`config.mk`:
```
export PLATFORM = sky130hd
export DESIGN_NAME = ab_input_conditioner
export DESIGN_NICKNAME = d
export VERILOG_FILES = /design/src/rtl/ab_input_conditioner.sv
export SDC_FILE = /design/constraint.sdc
export NUM_CORES = 1
export LEC_CHECK = 0
export CAP_MARGIN = 20
export CORE_UTILIZATION = 61
export CTS_BUF_LIST = sky130_fd_sc_hd__clkbuf_4 sky130_fd_sc_hd__clkbuf_8
export DETAILED_ROUTE_END_ITERATION = 6
export GPL_TIMING_DRIVEN = 0
export HOLD_SLACK_MARGIN = 0.03
export PLACE_DENSITY = 0.84
export SLEW_MARGIN = 20
export SYNTH_ARGS = -nofsm -noshare
export SYNTH_HDL_FRONTEND = slang
export SYNTH_SLANG_ARGS = --single-unit
export TNS_END_PERCENT = 30
```
`constraint.sdc`:
```
create_clock -name clk -period 4.8 [get_ports clk]
set_input_delay 0.96 -clock clk [delete_from_list [all_inputs] [get_ports clk]]
set_output_delay 0.96 -clock clk [all_outputs]
set_load 0.005 [all_outputs]
```
`src/rtl/ab_input_conditioner.sv`:
```
// rtl/ab_input_conditioner.sv - two-channel synchroniser and debouncer for A/B inputs
// Optional glitch counter output enabled by defining AB_GLITCH_CNT_EN.
module ab_input_conditioner #(
    parameter int SYNC_STAGES     = 2,
    parameter int DEBOUNCE_CYCLES = 4,
    parameter int CNT_W           = 8
) (
    input  logic       clk,
    input  logic       reset,
    input  logic       a_raw,
    input  logic       b_raw,
    output logic       a_out,
    output logic       b_out,
    output logic       change,
    output logic       stable
`ifdef AB_GLITCH_CNT_EN
    ,
    output logic [7:0] glitch_cnt
`endif
);

    typedef enum logic {
        IDLE  = 1'b0,
        CHECK = 1'b1
    } state_t;

    // The IDLE->CHECK edge already counts as the first stable cycle, so the
    // update fires when the counter reaches DEBOUNCE_CYCLES-1 in CHECK.
    localparam logic [CNT_W-1:0] CNT_LAST = CNT_W'(DEBOUNCE_CYCLES - 1);
    localparam logic [CNT_W-1:0] CNT_ONE  = CNT_W'(1);

    logic [SYNC_STAGES-1:0] sync_q [2];
    state_t                 state_q [2];
    state_t                 state_d [2];
    logic [CNT_W-1:0]       cnt_q [2];
    logic [CNT_W-1:0]       cnt_d [2];
    logic [1:0]             out_q;
    logic [1:0]             out_d;
    logic [1:0]             raw;
    logic [1:0]             s;
    logic [1:0]             upd;
    logic [1:0]             abort;

    assign raw = {b_raw, a_raw};

    always_ff @(posedge clk or negedge reset) begin
        if (!reset) begin
            for (int i = 0; i < 2; i++) begin
                sync_q[i] <= '0;
            end
        end else begin
            for (int i = 0; i < 2; i++) begin
                sync_q[i] <= {sync_q[i][SYNC_STAGES-2:0], raw[i]};
            end
        end
    end

    always_comb begin
        for (int i = 0; i < 2; i++) begin
            s[i] = sync_q[i][SYNC_STAGES-1];
        end
    end

    always_ff @(posedge clk or negedge reset) begin
        if (!reset) begin
            for (int i = 0; i < 2; i++) begin
                state_q[i] <= IDLE;
                cnt_q[i]   <= '0;
            end
            out_q  <= '0;
            change <= 1'b0;
        end else begin
            for (int i = 0; i < 2; i++) begin
                state_q[i] <= state_d[i];
                cnt_q[i]   <= cnt_d[i];
            end
            out_q  <= out_d;
            change <= |upd;
        end
    end

    always_comb begin
        out_d = out_q;
        upd   = '0;
        abort = '0;
        for (int i = 0; i < 2; i++) begin
            state_d[i] = state_q[i];
            cnt_d[i]   = cnt_q[i];
            case (state_q[i])
                IDLE: begin
                    if (s[i] != out_q[i]) begin
                        // With a one-cycle debounce the first mismatch is already enough.
                        if (DEBOUNCE_CYCLES == 1) begin
                            out_d[i] = s[i];
                            upd[i]   = 1'b1;
                            cnt_d[i] = '0;
                        end else begin
                            state_d[i] = CHECK;
                            cnt_d[i]   = CNT_ONE;
                        end
                    end else begin
                        cnt_d[i] = '0;
                    end
                end
                CHECK: begin
                    if (s[i] == out_q[i]) begin
                        abort[i]   = 1'b1;
                        state_d[i] = IDLE;
                        cnt_d[i]   = '0;
                    end else if (cnt_q[i] >= CNT_LAST) begin
                        out_d[i]   = s[i];
                        upd[i]     = 1'b1;
                        state_d[i] = IDLE;
                        cnt_d[i]   = '0;
                    end else begin
                        cnt_d[i] = cnt_q[i] + CNT_ONE;
                    end
                end
                default: begin
                    state_d[i] = IDLE;
                    cnt_d[i]   = '0;
                end
            endcase
        end
    end

    assign a_out  = out_q[0];
    assign b_out  = out_q[1];
    assign stable = (state_q[0] == IDLE) && (state_q[1] == IDLE);

`ifdef AB_GLITCH_CNT_EN
    logic [1:0] abort_sum;
    logic [8:0] glitch_sum;
    logic [7:0] glitch_q;

    assign abort_sum  = {1'b0, abort[0]} + {1'b0, abort[1]};
    assign glitch_sum = {1'b0, glitch_q} + {7'b0, abort_sum};

    // Bit 8 of the widened sum flags overflow; clamp at 255 instead of wrapping.
    always_ff @(posedge clk or negedge reset) begin
        if (!reset) begin
            glitch_q <= '0;
        end else begin
            glitch_q <= glitch_sum[8] ? 8'hFF : glitch_sum[7:0];
        end
    end

    assign glitch_cnt = glitch_q;
`else
    logic unused_abort;
    assign unused_abort = ^abort;
`endif

endmodule
```
==> summary.md, run 1 <==
| Metric | Value |
|---|---|
| Vias in the first global route | `approximately 400` |
| H-tree depth | `1` |
| Reg power frac | `between 50% and 60%` |
| Cell family with most CP delay | `buffers and inverters` |
| CP Max Fanout | `5` |
| Slowest CP cell | `clkdlybuf4s50_1` |
| Setup violators final | `0` |
| Critical path origin | `state_q[0]$_DFF_PN0_` |
| Routability cong. | `approximately 0.65` |
| IO buf count | `7` |
| Mux share of post-synthesis cell area | `~2.6%` |
| Netlist cell types | `15` |
| Core area | `approximately 0.0013 mm2` |
| Filler cell count | `76` |
| Post-Place Cells | `85` |
| Worst r2r src | `cnt_q[4]$_DFF_PN0_` |
| Outcome | `finished, final reports clean` |
| Flops & latches, synth | `25` |
| Max VDD drop | `between 0.3 and 0.4 mV` |
| Share of the synthesized area in the top cell type | `72.36%` |
| Io pins | `8` |
| Row count | `13` |
| Worst path cell trace | `nor2_1 > clkdlybuf4s50_1` |
| Routed wire length | `between 1000 and 1500 um` |
| Cell taking the most area after synthesis | `dfrtp_1` |
| Clock latency on the worst-skew pair | `about 0.31 ns` |
| Met1 wire length | `474 um` |
| Combinational family with the most area after synthesis | `simple AND/OR/NAND/NOR gates` |
| Startpoint Class | `flip-flop` |
| Mapped Area | `a little under 900 um2` |
| Max_cap viols | `0` |
| Fraction of layout instances using a drive strength above 1 | `between 10% and 20%` |
| Clock share of power | `approximately a fifth` |
| Hold path start | `sync_q[0]$_DFF_PN0_` |
| CTS Hold Bufs | `0` |
| Fmax | `roughly 430 MHz` |
| Post-route ant nets | `0` |
| First drt pass iteration count | `1` |
| Seq/Total Area, Yosys | `between 70% and 80%` |
| Fin Setup TNS | `0 ns` |
| Power per cell area | `471.4 mW/mm2` |
| Total CTS buffers | `3` |
| Vias per inst | `around 4.8` |
| Switching Fraction | `roughly 28%` |
| Sw power | `approximately 0.13 mW` |
| YS warnings | `0` |
| Largest cells by area after synthesis | `dfrtp_1 72%, o41ai_2 3.8%, ha_1 2.9%, nor4_2 2.9%, mux2_1 2.6%` |
| RSZ-0062 raised after global routing | `no` |
| Largest net degree at the start of global routing | `26` |
| Gate power share | `around a quarter` |
| Root Buffer | `clkbuf_4` |
| Setup WS pre-CTS | `about 2.6 ns` |
| DP HPWL | `735.6 um` |
| WP data required | `between 3 and 4 ns` |
| Final Hold Fails | `0` |
| Setup CP Type | `reg -> out` |
| Area grow syn2layout | `17.95%` |
| WL met3 | `25 um` |
| GRT overflow | `0` |
| Post-Synth Adder-Cell Area | `under 10%` |
| Min cycle time layout | `around 2.3 ns` |
| Initial DRC Count | `0` |
| Pint | `0.3471 mW` |
| DIE AREA | `roughly 0.0016 mm2` |
| Total GRT Usage | `~18%` |
| Buf/Inv on CP | `1` |
| Initial core utilization | `65.62%` |
| Chip Width | `between 30 and 40 um` |
| Slew headroom | `roughly two thirds` |
| Synth Area in Simple Gates | `between 10 and 15%` |
| Final slew viol count | `0` |
| CTS Buffer Depth | `2` |
| Critical path's largest stage delay | `~0.50 ns` |
| Compound-Gate Fraction of Synth Area | `under 10%` |
| Die height | `approximately 40 um` |
| Clock sinks | `25` |
| Diodes inserted | `0` |
| Routed wire length per instance | `between 10 and 15 um` |
| Initial antenna violation count | `0` |
| DR vias | `~430` |
| Clock transition at the registers of the reported paths | `around 0.13 ns` |
| Final std cells w/o fill | `89` |
| Synth Instances | `between 50 and 60` |
| Hold Path Class | `reg -> reg` |
| Final clock skew | `roughly 0.0062 ns` |
| CP Capture Type | `output port` |
| Final worst slack | `2.470 ns` |
| Arr. time, crit path | `roughly 1.4 ns` |
| Worst-margin pin slew | `between 0.5 and 0.6 ns` |
| Net count, final | `81` |
| # DRC | `0` |
| Final worst-path cycle share | `roughly half` |
| Syn_area_per_cell | `16.63 um2` |
| CTS tree | `yes` |
| Wire length on met2 | `just over 500 um` |
| Leak | `0.4603 nW` |
| Post-cts sizing count | `0` |
| Setup bufs post-CTS | `0` |
| Final Hold Slack | `between 0.3 and 0.4 ns` |
| First-pass GRT wire length | `~1700 um` |
| Highest routed layer | `met4` |
| Synth Area in XOR/XNOR | `just over 4%` |
logic make-up after synthesis:
| kind of cell | after synthesis |
|---|---|
| AOI/OAI and AO/OA | 5 |
| adders and majority gates | 2 |
| and+or+nand+nor | 13 |
| DFF | 25 |
| muxes | 2 |
| other | 1 |
| xor gates and xnor gates | 4 |
cells in the mapped netlist:
cell        n
o22ai_1     1
nor2_1      3
xor2_1      2
mux2_1      2
ha_1        2
dfrtp_1    25
xnor2_1     2
nand2_1     2
and4_1      2
conb_1      1
or4_4       2
o2bb2ai_1   2
nor4_2      2
and2_1      2
o41ai_2     2
per-layer routing:
| layer | vias up | track usage, % |
|---|---|---|
| li1 | 217 | - |
| met1 | 200 | 23.44 |
| met2 | 6 | 26.64 |
| met3 | 2 | 3.409 |
| met4 | 0 | 12.93 |
| met5 | - | 0 |
through the flow:
step           power (mW)  utilization, %  cell area, um2
2_1_floorplan      0.3404               -           905.9
3_3_place_gp       0.3921           75.50           994.7
3_5_place_dp       0.3961           75.50           994.7
4_1_cts            0.4856           77.78            1025
5_1_grt            0.5160           77.40            1020
6_report           0.4807           77.40            1020
placed cells by master (no fill, tap or decap), drive strengths merged, types with 3 or more instances in the layout:
cell,count
clkdlybuf4s50,6
clkbuf,3
nor2,3
conb,12
dfrtp,25
worst register-to-register path, cell delays in order, from the launching register on:
cell and delay [ns]:
dfrtp_1 0.39, or4_4 0.55, o41ai_2 0.25, mux2_1 0.36
state kept, by name, summed over array words and instances (netlist names):
name,count
out_q,2
s,2
state_q,2
change,1
cnt_q,16
sync_q,2
layout make-up:
type	instances	area, um2	area share, %
Sequential cell	25	625.6	61.35
Tap cell	15	18.77	1.840
Timing Repair Buffer	7	65.06	6.380
Multi-Input combinational cell	38	280.3	27.48
Clock buffer	3	22.52	2.209
Clock inverter	1	7.507	0.7362
final timing paths:
| path | endpoint | slack, ns | cells past startpoint |
|---|---|---|---|
| min | s[1]$_DFF_PN0_ | 0.36 | 0 |
| min in group asynchronous | change$_DFF_PN0_ | 0.60 | 1 |
| max | stable | 2.47 | 2 |
| max reg2reg | out_q[1]$_DFFE_PN0P_ | 3.16 | 3 |
| max in group asynchronous | cnt_q[2]$_DFF_PN0_ | 3.85 | 1 |
| min reg2reg | s[1]$_DFF_PN0_ | 0.36 | 0 |
power by group through the flow:
stage	Clock (mW)	Sequential [mW]	Combinational [mW]
global placement	0	0.280	0.113
floorplan	0	0.277	0.0634
detailed placement	0	0.282	0.114
global route	0.105	0.282	0.129
CTS	0.0946	0.277	0.114
finish	0.0915	0.277	0.112
(Power assumes the default switching activity.)
==> inputs of run 2 (changes only) <==
- CORE_UTILIZATION: 61 -> 51
- PLACE_DENSITY: 0.84 -> 0.75
- clock period: 4.8 -> 2.05 ns (I/O delays scaled with it)
==> summary.md, run 2 (synthesized netlist as in run 1, its figures left out) <==
| Metric | Value |
|---|---|
| DIE AREA | `0.001864 mm2 (+19%)` |
| Final clock skew | `0.005638 ns (-0.0006029 ns)` |
| Hold Path Class | `in -> async` |
| Initial core utilization | `56.09% (-9.5 points)` |
| GR Layer Usage met2 | `26.87% (+0.23 points)` |
| Most frequent cells in the layout | `25 x dfrtp_1, 12 x conb_1, 6 x clkdlybuf4s50_1, 3 x nor2_1, 3 x clkbuf_4` |
| Row count | `14 (+1)` |
| Cell area after layout | `0.001018 mm2 (-0.12%)` |
| Fraction of layout instances using a drive strength above 1 | `14.86% (unchanged)` |
| Core area | `0.001541 mm2 (+17%)` |
| Leak | `0.4641 nW (+0.82%)` |
| Slowest CP cell | `clkdlybuf4s50_1` |
| Largest Register | `cnt_q` |
| Chip Width | `43.18 um (+8.9%)` |
| Initial antenna violation count | `0 (unchanged)` |
| Vias per inst | `4.944 (+3.5%)` |
| Worst-margin pin slew | `0.5223 ns (+0.0001656 ns)` |
| IO buf count | `7 (unchanged)` |
| Reg2reg path depth | `3 (unchanged)` |
| Final Hold Fails | `0 (unchanged)` |
| Startpoint Class | `flip-flop` |
| Clock latency on the worst-skew pair | `0.31 ns (about the same)` |
| R2R Path End | `out_q[1]$_DFFE_PN0P_` |
| CTS Buffer Depth | `2 (unchanged)` |
| Dpl cell area | `996.0 um2 (+0.13%)` |
| Buf/Inv on CP | `1 (unchanged)` |
| Io pins | `8 (unchanged)` |
| GR Layer Usage met3 | `3.830% (+0.42 points)` |
| Setup violators final | `0 (unchanged)` |
| Clock sinks | `25 (unchanged)` |
| Setup CP Type | `reg -> out` |
| Routability cong. | `0.6921 (+6.2%)` |
| Slew headroom | `65.18% (about the same)` |
| Routed wire length per instance | `12.52 um (+9.4%)` |
| Clock transition at the registers of the reported paths | `0.13 ns (about the same)` |
| CTS tree | `yes` |
| DR vias | `445 (+4.7%)` |
| Total GRT Usage | `15.24% (-2.7 points)` |
| CP Capture Type | `output port` |
| Max FFs per register | `16 (unchanged)` |
| Largest net degree at the start of global routing | `26 (unchanged)` |
| Commonest non-fill, non-tap cell in the layout | `dfrtp_1` |
| GR peak layer | `met2` |
| Max_cap viols | `0 (unchanged)` |
| Initial DRC Count | `0 (unchanged)` |
| Die height | `43.18 um (+8.9%)` |
| H-tree depth | `1 (unchanged)` |
| First-pass GRT wire length | `1994 um (+17%)` |
| Setup bufs post-CTS | `0 (unchanged)` |
| Cell family with most CP delay | `buffers and inverters` |
| Grt met1 use | `17.73% (-5.7 points)` |
| Final slew viol count | `0 (unchanged)` |
| CTS Hold Bufs | `0 (unchanged)` |
| Worst r2r src | `cnt_q[4]$_DFF_PN0_` |
| Arr. time, crit path | `1.38 ns (about the same)` |
| Min cycle time layout | `approximately 1.8 ns` |
| Area grow syn2layout | `17.80%` |
| Outcome | `finished, final reports clean` |
| Final std cells w/o fill | `90 (+1.1%)` |
| Vias in the first global route | `489 (+22%)` |
| GRT overflow | `0 (unchanged)` |
| Fmax | `about 560 MHz` |
| DP HPWL | `849.3 um (+15%)` |
| R2R setup slack | `0.36 ns (-2.80 ns)` |
| CP Max Fanout | `5 (unchanged)` |
| Final worst slack | `0.2603 ns (-2.210 ns)` |
| Post-Place Cells | `86 (+1.2%)` |
| Worst path cell trace | `nor2_1 > clkdlybuf4s50_1` |
| Total CTS buffers | `3 (unchanged)` |
| Post-route ant nets | `0 (unchanged)` |
| Diodes inserted | `0 (unchanged)` |
| # DRC | `0 (unchanged)` |
| WP data required | `1.64 ns (-2.20 ns)` |
| Fin Setup TNS | `0 ns (unchanged)` |
| Post-cts sizing count | `0 (unchanged)` |
| Power per cell area | `1105 mW/mm2 (+130%)` |
| RSZ-0062 raised after global routing | `no` |
| Critical path's largest stage delay | `0.50 ns (about the same)` |
| Final worst-path cycle share | `~87%` |
| Max VDD drop | `0.5613 mV (+76%)` |
| First drt pass iteration count | `1 (unchanged)` |
| Net count, final | `81 (unchanged)` |
| Setup WS pre-CTS | `0.3474 ns (-2.212 ns)` |
| Routed wire length | `1127 um (+11%)` |
| Root Buffer | `clkbuf_4` |
==> run 2: cell types whose count changed in the layout (fill, tap and decap cells not counted), sizes merged <==
cell	change
clkinv	+1
clkinvlp	-1
==> run 2: how the worst max path moves through the flow <==
stage / endpoint / start / cells past startpoint
floorplan: out_q[0]$_DFFE_PN0P_ / cnt_q[10]$_DFF_PN0_ / 3
global placement: sync_q[2]$_DFF_PN0_ / reset / 1
detailed placement: cnt_q[14]$_DFF_PN0_ / reset / 1
CTS: stable / state_q[0]$_DFF_PN0_ / 2
global route: stable / state_q[1]$_DFF_PN0_ / 2
finish: stable / state_q[0]$_DFF_PN0_ / 2
==> run 2: per-stage QoR <==
step	utilization [%]	total power, mW	hold slack [ns]
6_report	66.07	1.125	0.05327
5_1_grt	66.07	1.198	0.08178
4_1_cts	66.40	1.143	0.3714
3_5_place_dp	64.61	0.9374	0.3411
3_3_place_gp	64.61	0.9178	0.3316
2_1_floorplan	-	0.7970	0.1144
==> run 2: per-layer routing <==
metal	wire length, um	part of all wire (%)
met1	488	43
met2	601	53
met3	31	2.8
met4	5	0.44
met5	0	0
==> run 2: where the power goes <==
part	switching, mW	internal (mW)
sequential	0.0745	0.575
combinational	0.106	0.163
clock	0.134	0.0728
total	0.315	0.811
==> run 2: cell type report <==
| class | count | area [um2] |
|---|---|---|
| Timing Repair Buffer | 7 | 65.06 |
| Clock buffer | 3 | 22.52 |
| Multi-Input combinational cell | 38 | 280.3 |
| Clock inverter | 1 | 5.005 |
| Fill cell | 128 | 523.0 |
| Sequential cell | 25 | 625.6 |
| Tap cell | 16 | 20.02 |
==> inputs of run 3 (changes only) <==
- CAP_MARGIN: 20 -> unset
- CTS_CLUSTER_DIAMETER: unset -> 150
==> results of run 3 <==
Final layout, timing and power as in run 2 (identical DEF).
